<file path="config.mk">
export PLATFORM = sky130hd
export DESIGN_NAME = fetch_stage
export DESIGN_NICKNAME = d
export VERILOG_FILES = /design/src/rtl/core_pkg.sv /design/src/rtl/if_id_register.sv /design/src/rtl/fetch_stage.sv
export SDC_FILE = /design/constraint.sdc
export NUM_CORES = 1
export LEC_CHECK = 0
export ABC_AREA = 1
export CAP_MARGIN = 25
export CORE_MARGIN = 4
export CORE_UTILIZATION = 48
export DETAILED_ROUTE_END_ITERATION = 16
export PLACE_DENSITY = 0.86
export SLEW_MARGIN = 10
export SYNTH_ARGS = -nofsm -noshare
export SYNTH_HDL_FRONTEND = slang
export SYNTH_SLANG_ARGS = --single-unit
export TNS_END_PERCENT = 20
</file>
<file path="constraint.sdc">
create_clock -name clk -period 4.04 [get_ports clk]
set_input_delay 0.606 -clock clk [delete_from_list [all_inputs] [get_ports clk]]
set_output_delay 0.606 -clock clk [all_outputs]
set_load 0.01 [all_outputs]
</file>
<file path="src/rtl/core_pkg.sv">
// Shared core definitions: architectural constants, the IF/ID pipeline
// register layout and small address helpers used by the fetch stage.
package core_pkg;

    localparam int          XLEN      = 32;
    localparam logic [31:0] RESET_PC  = 32'h0000_0000;
    localparam logic [31:0] NOP_INSTR = 32'h0000_0013;

    typedef struct packed {
        logic [XLEN-1:0] instr;
        logic [XLEN-1:0] pc;
        logic [XLEN-1:0] pc_plus4;
        logic            valid;
        logic            misalign;
    } if_id_t;

    // Instructions are word sized, so redirect targets are forced onto a word boundary.
    function automatic logic [XLEN-1:0] word_align(input logic [XLEN-1:0] addr);
        return {addr[XLEN-1:2], 2'b00};
    endfunction

    function automatic logic is_misaligned(input logic [XLEN-1:0] addr);
        return (addr[1:0] != 2'b00);
    endfunction

endpackage

</file>
<file path="src/rtl/if_id_register.sv">
// IF/ID pipeline register: reset > flush > stall > capture.
// Flush injects a bubble but keeps the PC fields of the squashed slot.
module if_id_register
    import core_pkg::*;
#(
    parameter logic [XLEN-1:0] RESET_PC  = core_pkg::RESET_PC,
    parameter logic [XLEN-1:0] NOP_INSTR = core_pkg::NOP_INSTR
) (
    input  logic   clk,
    input  logic   rst_n,
    input  logic   flush,
    input  logic   stall,
    input  if_id_t d,
    output if_id_t q
);

    if_id_t q_r;
    if_id_t next_s;

    // Next IF/ID contents for the non-reset cases.
    always_comb begin
        next_s = q_r;
        if (flush) begin
            next_s.instr    = NOP_INSTR;
            next_s.valid    = 1'b0;
            next_s.misalign = 1'b0;
        end else if (stall) begin
            next_s = q_r;
        end else begin
            next_s = d;
        end
    end

    // Register update with synchronous active-low reset.
    always_ff @(posedge clk) begin
        if (!rst_n) begin
            q_r.instr    <= NOP_INSTR;
            q_r.pc       <= RESET_PC;
            q_r.pc_plus4 <= RESET_PC + 32'd4;
            q_r.valid    <= 1'b0;
            q_r.misalign <= 1'b0;
        end else begin
            q_r <= next_s;
        end
    end

    assign q = q_r;

endmodule

</file>
<file path="src/rtl/fetch_stage.sv">
// Instruction fetch stage: program counter, next-PC selection and the
// instruction memory address, feeding the IF/ID pipeline register.
module fetch_stage
    import core_pkg::*;
#(
    parameter int              N         = 7,
    parameter logic [XLEN-1:0] RESET_PC  = core_pkg::RESET_PC,
    parameter logic [XLEN-1:0] NOP_INSTR = core_pkg::NOP_INSTR
) (
    input  logic            clk,
    input  logic            rst_n,
    input  logic            stall_f,
    input  logic            stall_d,
    input  logic            flush_d,
    input  logic            pc_src,
    input  logic [XLEN-1:0] pc_target,
    output logic [N-1:0]    imem_addr,
    input  logic [XLEN-1:0] imem_rd,
    output logic [XLEN-1:0] pc_f,
    output logic [XLEN-1:0] instr_d,
    output logic [XLEN-1:0] pc_d,
    output logic [XLEN-1:0] pc_plus4_d,
    output logic            valid_d,
    output logic            misalign_d
);

    logic [XLEN-1:0] pc_r;
    logic [XLEN-1:0] pc_next_s;
    logic [XLEN-1:0] pc_plus4_s;
    logic            fetch_misalign_r;
    logic            fetch_misalign_next_s;
    if_id_t          if_id_d_s;
    if_id_t          if_id_q_s;

    assign pc_plus4_s = pc_r + 32'd4;

    // Next-PC selection: redirect beats stall; the misalign flag follows the
    // PC it describes and drops as soon as the PC advances sequentially.
    always_comb begin
        pc_next_s             = pc_r;
        fetch_misalign_next_s = fetch_misalign_r;
        if (pc_src) begin
            pc_next_s             = word_align(pc_target);
            fetch_misalign_next_s = is_misaligned(pc_target);
        end else if (stall_f) begin
            pc_next_s             = pc_r;
            fetch_misalign_next_s = fetch_misalign_r;
        end else begin
            pc_next_s             = pc_plus4_s;
            fetch_misalign_next_s = 1'b0;
        end
    end

    // PC and misalign flag registers with synchronous active-low reset.
    always_ff @(posedge clk) begin
        if (!rst_n) begin
            pc_r             <= RESET_PC;
            fetch_misalign_r <= 1'b0;
        end else begin
            pc_r             <= pc_next_s;
            fetch_misalign_r <= fetch_misalign_next_s;
        end
    end

    // Fetch packet presented to IF/ID for capture.
    always_comb begin
        if_id_d_s.instr    = imem_rd;
        if_id_d_s.pc       = pc_r;
        if_id_d_s.pc_plus4 = pc_plus4_s;
        if_id_d_s.valid    = 1'b1;
        if_id_d_s.misalign = fetch_misalign_r;
    end

    if_id_register #(
        .RESET_PC  (RESET_PC),
        .NOP_INSTR (NOP_INSTR)
    ) u_if_id (
        .clk   (clk),
        .rst_n (rst_n),
        .flush (flush_d),
        .stall (stall_d),
        .d     (if_id_d_s),
        .q     (if_id_q_s)
    );

    // Upper PC bits are dropped so fetch wraps within the memory.
    assign imem_addr  = pc_r[N-1:0];
    assign pc_f       = pc_r;
    assign instr_d    = if_id_q_s.instr;
    assign pc_d       = if_id_q_s.pc;
    assign pc_plus4_d = if_id_q_s.pc_plus4;
    assign valid_d    = if_id_q_s.valid;
    assign misalign_d = if_id_q_s.misalign;

endmodule

</file>
==> impl_metrics.ini, run 1 <==
[timing]
tns_ns = 0
slew_headroom_pct = 36.5
finalClockSkew_ns = 0.00870
period_minus_slack_ns = 2.55
worst_slew_pin_slew_ns = 0.952
whs_ns = 0.463
fmax_mhz = 392
fin_ws_ns = 1.49
slew_violations = 0
setup_violations = 0
period_share_pct = 63.2
rsz0062_at_grt = false
final_hold_viol_count = 0

[floorplan]
die_x_um = 115
die_h_um = 115
dieArea_um2 = 13300
initial_core_util_pct = 50.0
fp.coreArea_um2 = 11000
num_io_pins = 207
floorplan.rows = 38

[critical_path]
cp_slowest_stage_delay_ns = 0.76
arrival_ns = 2.79
crit_chain = clkdlybuf4s50_1 > inv_2 > nor2_1 > inv_1 > a21oi_1
criticalPathCategory = primary input to flop
critPathTopFamily = buffers and inverters
crit_fanout = 53
critPathBufInv = 3
start_kind = primary input
cp-end-kind = flop
slowest_stage = inv_1
critPathRequiredTime_ns = 4.28

[clocking]
postCtsSetupBuffers = 0
cts_tree = yes
path_clk_slew_ns = 0.05
htreeDepth = 4
clock-sinks = 125
cts_hold_buf = 0
clock_latency_ns = 0.41
max-clock-path-buffers = 2
cts_resized = 0
cts-buffers-inserted = 17
root_buffer = clkbuf_16

[power]
switching_share_pct = 25.7
power.switching_mw = 0.808
power_frac_comb_pct = 14.5
p_int_mw = 2.33
seqPwrFrac_pct = 43.2
ir_worst_vdd_v = 0.000256
clockPowerShare_pct = 42.3
powerDensity_nw_per_um2 = 392
power_mw = 3.14
power.leakage_nw = 3.30

[synthesis]
synth.area.top_cells = dfxtp_1, nand2_1, o21ai_0
syn_area_um2 = 5520
synth_seq_cells = 125
yosys-top-cells-count = nand2_1, dfxtp_1, nor2_1
ys.warnings.count = 0
async_flop_share_pct = 0
synth_flop_cell = dfxtp_1
synth_top_area_share_pct = 45.3
postSynthAreaPerCell_um2 = 6.86
seq_area_frac_synth_pct = 45.3
synth.distinct_cells = 27
yosysMostFrequentCell = nand2_1
synth_edf_count = 0
netlist_instances = 805
synth_top_area_cell = dfxtp_1

[cells_and_area]
area_growth_pct = 45.2
post_route_cells_drive_above_1_share_pct = 4.83
instances_no_fill = 1133
fin_area_um2 = 8010
antenna_cells = 0
fillCellCount = 891
nets = 1053
fin_util_pct = 72.7

[run]
maxCapViolCount = 0

[global_route]
antenna_found_initial = 0
grt_usage_pct = 26.3
grt_overflow_total = 0
grt_start_max_net_pins = 87
first_global_vias = 5679
grt_pass1_wl_mm = 27.5

[detailed_routing]
antenna_left = 0
wl_per_cell_um = 15.5
viasPerCell = 5.14
drt_iter0_markers = 398
dr.pass1.iters = 6
drc = 0
drt_wl_total_mm = 17.5
routed-via-count = 5828

[placement]
dp.cells = 1102
numPortBuffers = 198
gp_congestion = 0.905
dp_hpwl_mm = 12.2
preCtsSetupSlack_ns = 1.08
dpl_cell_area_um2 = 7490

[outcome]
status = finished clean

[worst_hold_path]
hold_class = flop to flop
-- cells in the final DEF, fill, tap and decap left out, drive strengths merged --
master	netlist	final
clkbuf	33	22
nor3	1	1
a21oi	75	75
conb	1	8
inv	80	80
buf	21	7
xnor2	3	3
clkinvlp	0	2
a31oi	7	7
clkinv	2	8
dfxtp	125	125
nand2	219	219
xor2	12	12
o21a	1	1
nor2	115	115
ha	1	1
and2	2	2
nand3	23	23
o21ai	81	81
clkdlybuf4s50	0	198
a21o	3	3
-- sequential cells by signal, summed over array words and instances, names as in the netlist --
signal            count
pc_f                 30
u_if_id.q            94
fetch_misalign_r      1
-- area by class of cell --
cell class,count,area (um^2),area share (%)
Multi-Input combinational cell,551,2480,30.9
Clock inverter,8,45.0,0.562
Clock buffer,22,464,5.79
Timing Repair Buffer,205,2040,25.5
Sequential cell,125,2500,31.2
Inverter,82,308,3.84
Tap cell,140,175,2.19
-- final timing paths --
check                        startpoint  depth (start not counted)                          to  slack (ns)
max reg2reg        pc_f[2]$_SDFFE_PN0P_                          8       pc_f[18]$_SDFFE_PN0P_        2.00
min          u_if_id.q[88]$_SDFFE_PP0N_                          2  u_if_id.q[88]$_SDFFE_PP0N_        0.46
max                               rst_n                          5  u_if_id.q[90]$_SDFFE_PP0N_        1.49
min reg2reg  u_if_id.q[88]$_SDFFE_PP0N_                          2  u_if_id.q[88]$_SDFFE_PP0N_        0.46
-- worst min-delay path, delay by kind of cell, from the launching register on --
family / cells / cell delay (ns)
AO/OA/AOI/OAI: 1 / 0.05
AND/OR/NAND/NOR: 1 / 0.06
flip-flops: 1 / 0.30
-- cells by family after synthesis --
kind of cell             synth area share, %
AO/OA/AOI/OAI                           15.5
XOR/XNOR                                2.52
adder cells (fa/ha/maj)                0.227
buffers and inverters                   10.3
flip-flops                              45.3
other                                 0.0679
AND/OR/NAND/NOR                         26.1
-- routing by layer --
metal | wire length (um) | track usage, % | up-vias
met4 | 637 | 13.2 | 0
met5 | 0 | 0 | -
met2 | 8560 | 44.1 | 276
li1 | - | - | 2855
met3 | 1680 | 8.00 | 49
met1 | 6650 | 30.2 | 2648
-- power by group through the flow --
stage,logic [mW],registers (mW),clock network (mW)
after detailed placement,0.450,1.38,0
after CTS,0.454,1.36,1.34
after global placement,0.443,1.38,0
after floorplan,0.179,1.40,0
final,0.454,1.36,1.33
after global routing,0.497,1.37,1.39
Note: power is estimated with default switching activity, not from simulation.
==> inputs of run 2 (changes only) <==
CORE_UTILIZATION = 40   (was 48)
PLACE_DENSITY = 0.76   (was 0.86)
clock period = 2.1 ns   (was 4.04 ns; I/O delays follow)
==> impl_metrics.ini, run 2 (synthesis results as in run 1) <==
[outcome]
status = finished clean

[floorplan]
num_io_pins = 207
die_x_um = 125
dieArea_um2 = 15700
initial_core_util_pct = 41.2
fp.coreArea_um2 = 13400
die_h_um = 125
floorplan.rows = 42

[cells_and_area]
largest_register_ffs = 94
final_cell_mix = nand2_1, clkdlybuf4s50_1, dfxtp_1
antenna_cells = 0
post_route_cells_drive_above_1_share_pct = 5.88
final_common_cell = nand2_1
nets = 1063
fillCellCount = 1215
area_growth_pct = 50.0
fin_area_um2 = 8280

[detailed_routing]
drc = 0
routed-via-count = 5714
wl_per_cell_um = 15.1
dr.pass1.iters = 5
drt_iter0_markers = 412
drt_wl_total_mm = 17.8
antenna_left = 0
viasPerCell = 4.85

[timing]
slew_violations = 0
finalClockSkew_ns = 0.00640
tns_ns = 0
setup_violations = 0
final_hold_viol_count = 0
rsz0062_at_grt = false
period_minus_slack_ns = 1.83
fmax_mhz = 545
period_share_pct = 87.4

[power]
power.leakage_nw = 3.42
p_int_mw = 5.06
switching_share_pct = 23.4
power.switching_mw = 1.55
powerDensity_nw_per_um2 = 799
power_mw = 6.61
ir_worst_vdd_v = 0.000530
clockPowerShare_pct = 46.9
power_frac_comb_pct = 13.7
seqPwrFrac_pct = 39.4

[placement]
gp_congestion = 0.869
dp_hpwl_mm = 12.8
numPortBuffers = 198
dpl_cell_area_um2 = 7650

[clocking]
clock_latency_ns = 0.42
max-clock-path-buffers = 2
cts_resized = 0
cts_hold_buf = 0
cts_tree = yes
root_buffer = clkbuf_16
postCtsSetupBuffers = 0
path_clk_slew_ns = 0.05
htreeDepth = 4
cts-buffers-inserted = 17
clock-sinks = 125

[global_route]
grt_pass1_wl_mm = 28.3
grt_overflow_total = 0
grt_start_max_net_pins = 87
grt_usage_pct = 22.7
antenna_found_initial = 0
first_global_vias = 5534

[critical_path]
critPathBufInv = 1
reg2reg_setup_slack_ns = 0.37
crit_fanout = 9
critPathTopFamily = buffers and inverters
reg2reg_to = u_if_id.q[28]$_SDFFE_PN0P_
slowest_stage = clkdlybuf4s50_1
critPathRequiredTime_ns = 1.78
cp-end-kind = primary output
criticalPathCategory = flop to primary output
crit_chain = clkdlybuf4s50_1
r2r_start = pc_f[2]$_SDFFE_PN0P_
start_kind = flop
cp.depth = 1
cp_slowest_stage_delay_ns = 0.60
rr_worst_depth = 10
arrival_ns = 1.52

[worst_hold_path]
holdPathStages = 3
hold_end = u_if_id.q[87]$_SDFFE_PP0N_
hp-start = imem_rd[21]
hold_class = primary input to flop

[run]
maxCapViolCount = 0
[run 2: cell types whose count changed in the layout (fill, tap and decap cells not counted), sizes merged]
| cell | previous run | this run |
|---|---|---|
| buf | 7 | 17 |
| bufinv | 0 | 4 |
| clkinv | 8 | 5 |
| clkinvlp | 2 | 0 |
| clkbuf | 22 | 23 |
[run 2: tightest hold or removal path, stage by stage]
cell and delay [ns]:
clkdlybuf4s50_1 0.39, nand2_1 0.06, a21oi_1 0.05
[run 2: cell type report]
type	instances	area (um^2)	share of cell area (%)
sequential	125	2500	30.2
clock buffer	23	488	5.89
tap	176	220	2.66
inverter	82	308	3.72
multi-input combinational	551	2480	29.9
clock inverter	7	135	1.63
timing repair buffer	215	2150	25.9
[run 2: worst max-delay path by stage]
stage | start | to | slack (ns)
after floorplan | pc_f[3]$_SDFFE_PN0P_ | u_if_id.q[28]$_SDFFE_PN0P_ | 0.51
after global placement | stall_d | u_if_id.q[24]$_SDFFE_PN0P_ | 0.37
after detailed placement | stall_d | u_if_id.q[26]$_SDFFE_PN0P_ | 0.32
after CTS | pc_f[4]$_SDFFE_PN0P_ | pc_f[4] | 0.22
after global routing | pc_f[4]$_SDFFE_PN0P_ | imem_addr[4] | 0.17
final | pc_f[4]$_SDFFE_PN0P_ | imem_addr[4] | 0.27
[run 2: power groups by stage]
stage | Sequential [mW] | Clock (mW) | Combinational, mW
final | 2.60 | 3.10 | 0.907
after global routing | 2.62 | 3.25 | 0.996
after CTS | 2.60 | 3.14 | 0.914
after detailed placement | 2.65 | 0 | 0.905
after global placement | 2.65 | 0 | 0.897
after floorplan | 2.69 | 0 | 0.344
[run 2: per-layer routing]
metal  global-route usage [%]  part of all wire, %  vias to the layer above  wire [um]
met1                     26.4                   41                     2586       7210
met2                     37.3                   48                      216       8450
met3                     8.06                  8.4                       33       1490
met4                     10.8                  3.4                        0        603
li1                         -                    -                     2879          -
met5                        0                    0                        -          0
[run 2: per-stage QoR]
stage | setup slack (ns) | util, % | hold slack, ns | std cells
after global placement | 0.373 | 57.1 | 0.446 | 1149
after floorplan | 0.506 | - | 0.441 | 812
after global routing | 0.175 | 61.8 | 0.443 | 1179
after detailed placement | 0.315 | 57.1 | 0.448 | 1149
final | 0.265 | 61.8 | 0.452 | 1179
after CTS | 0.225 | 61.8 | 0.432 | 1179
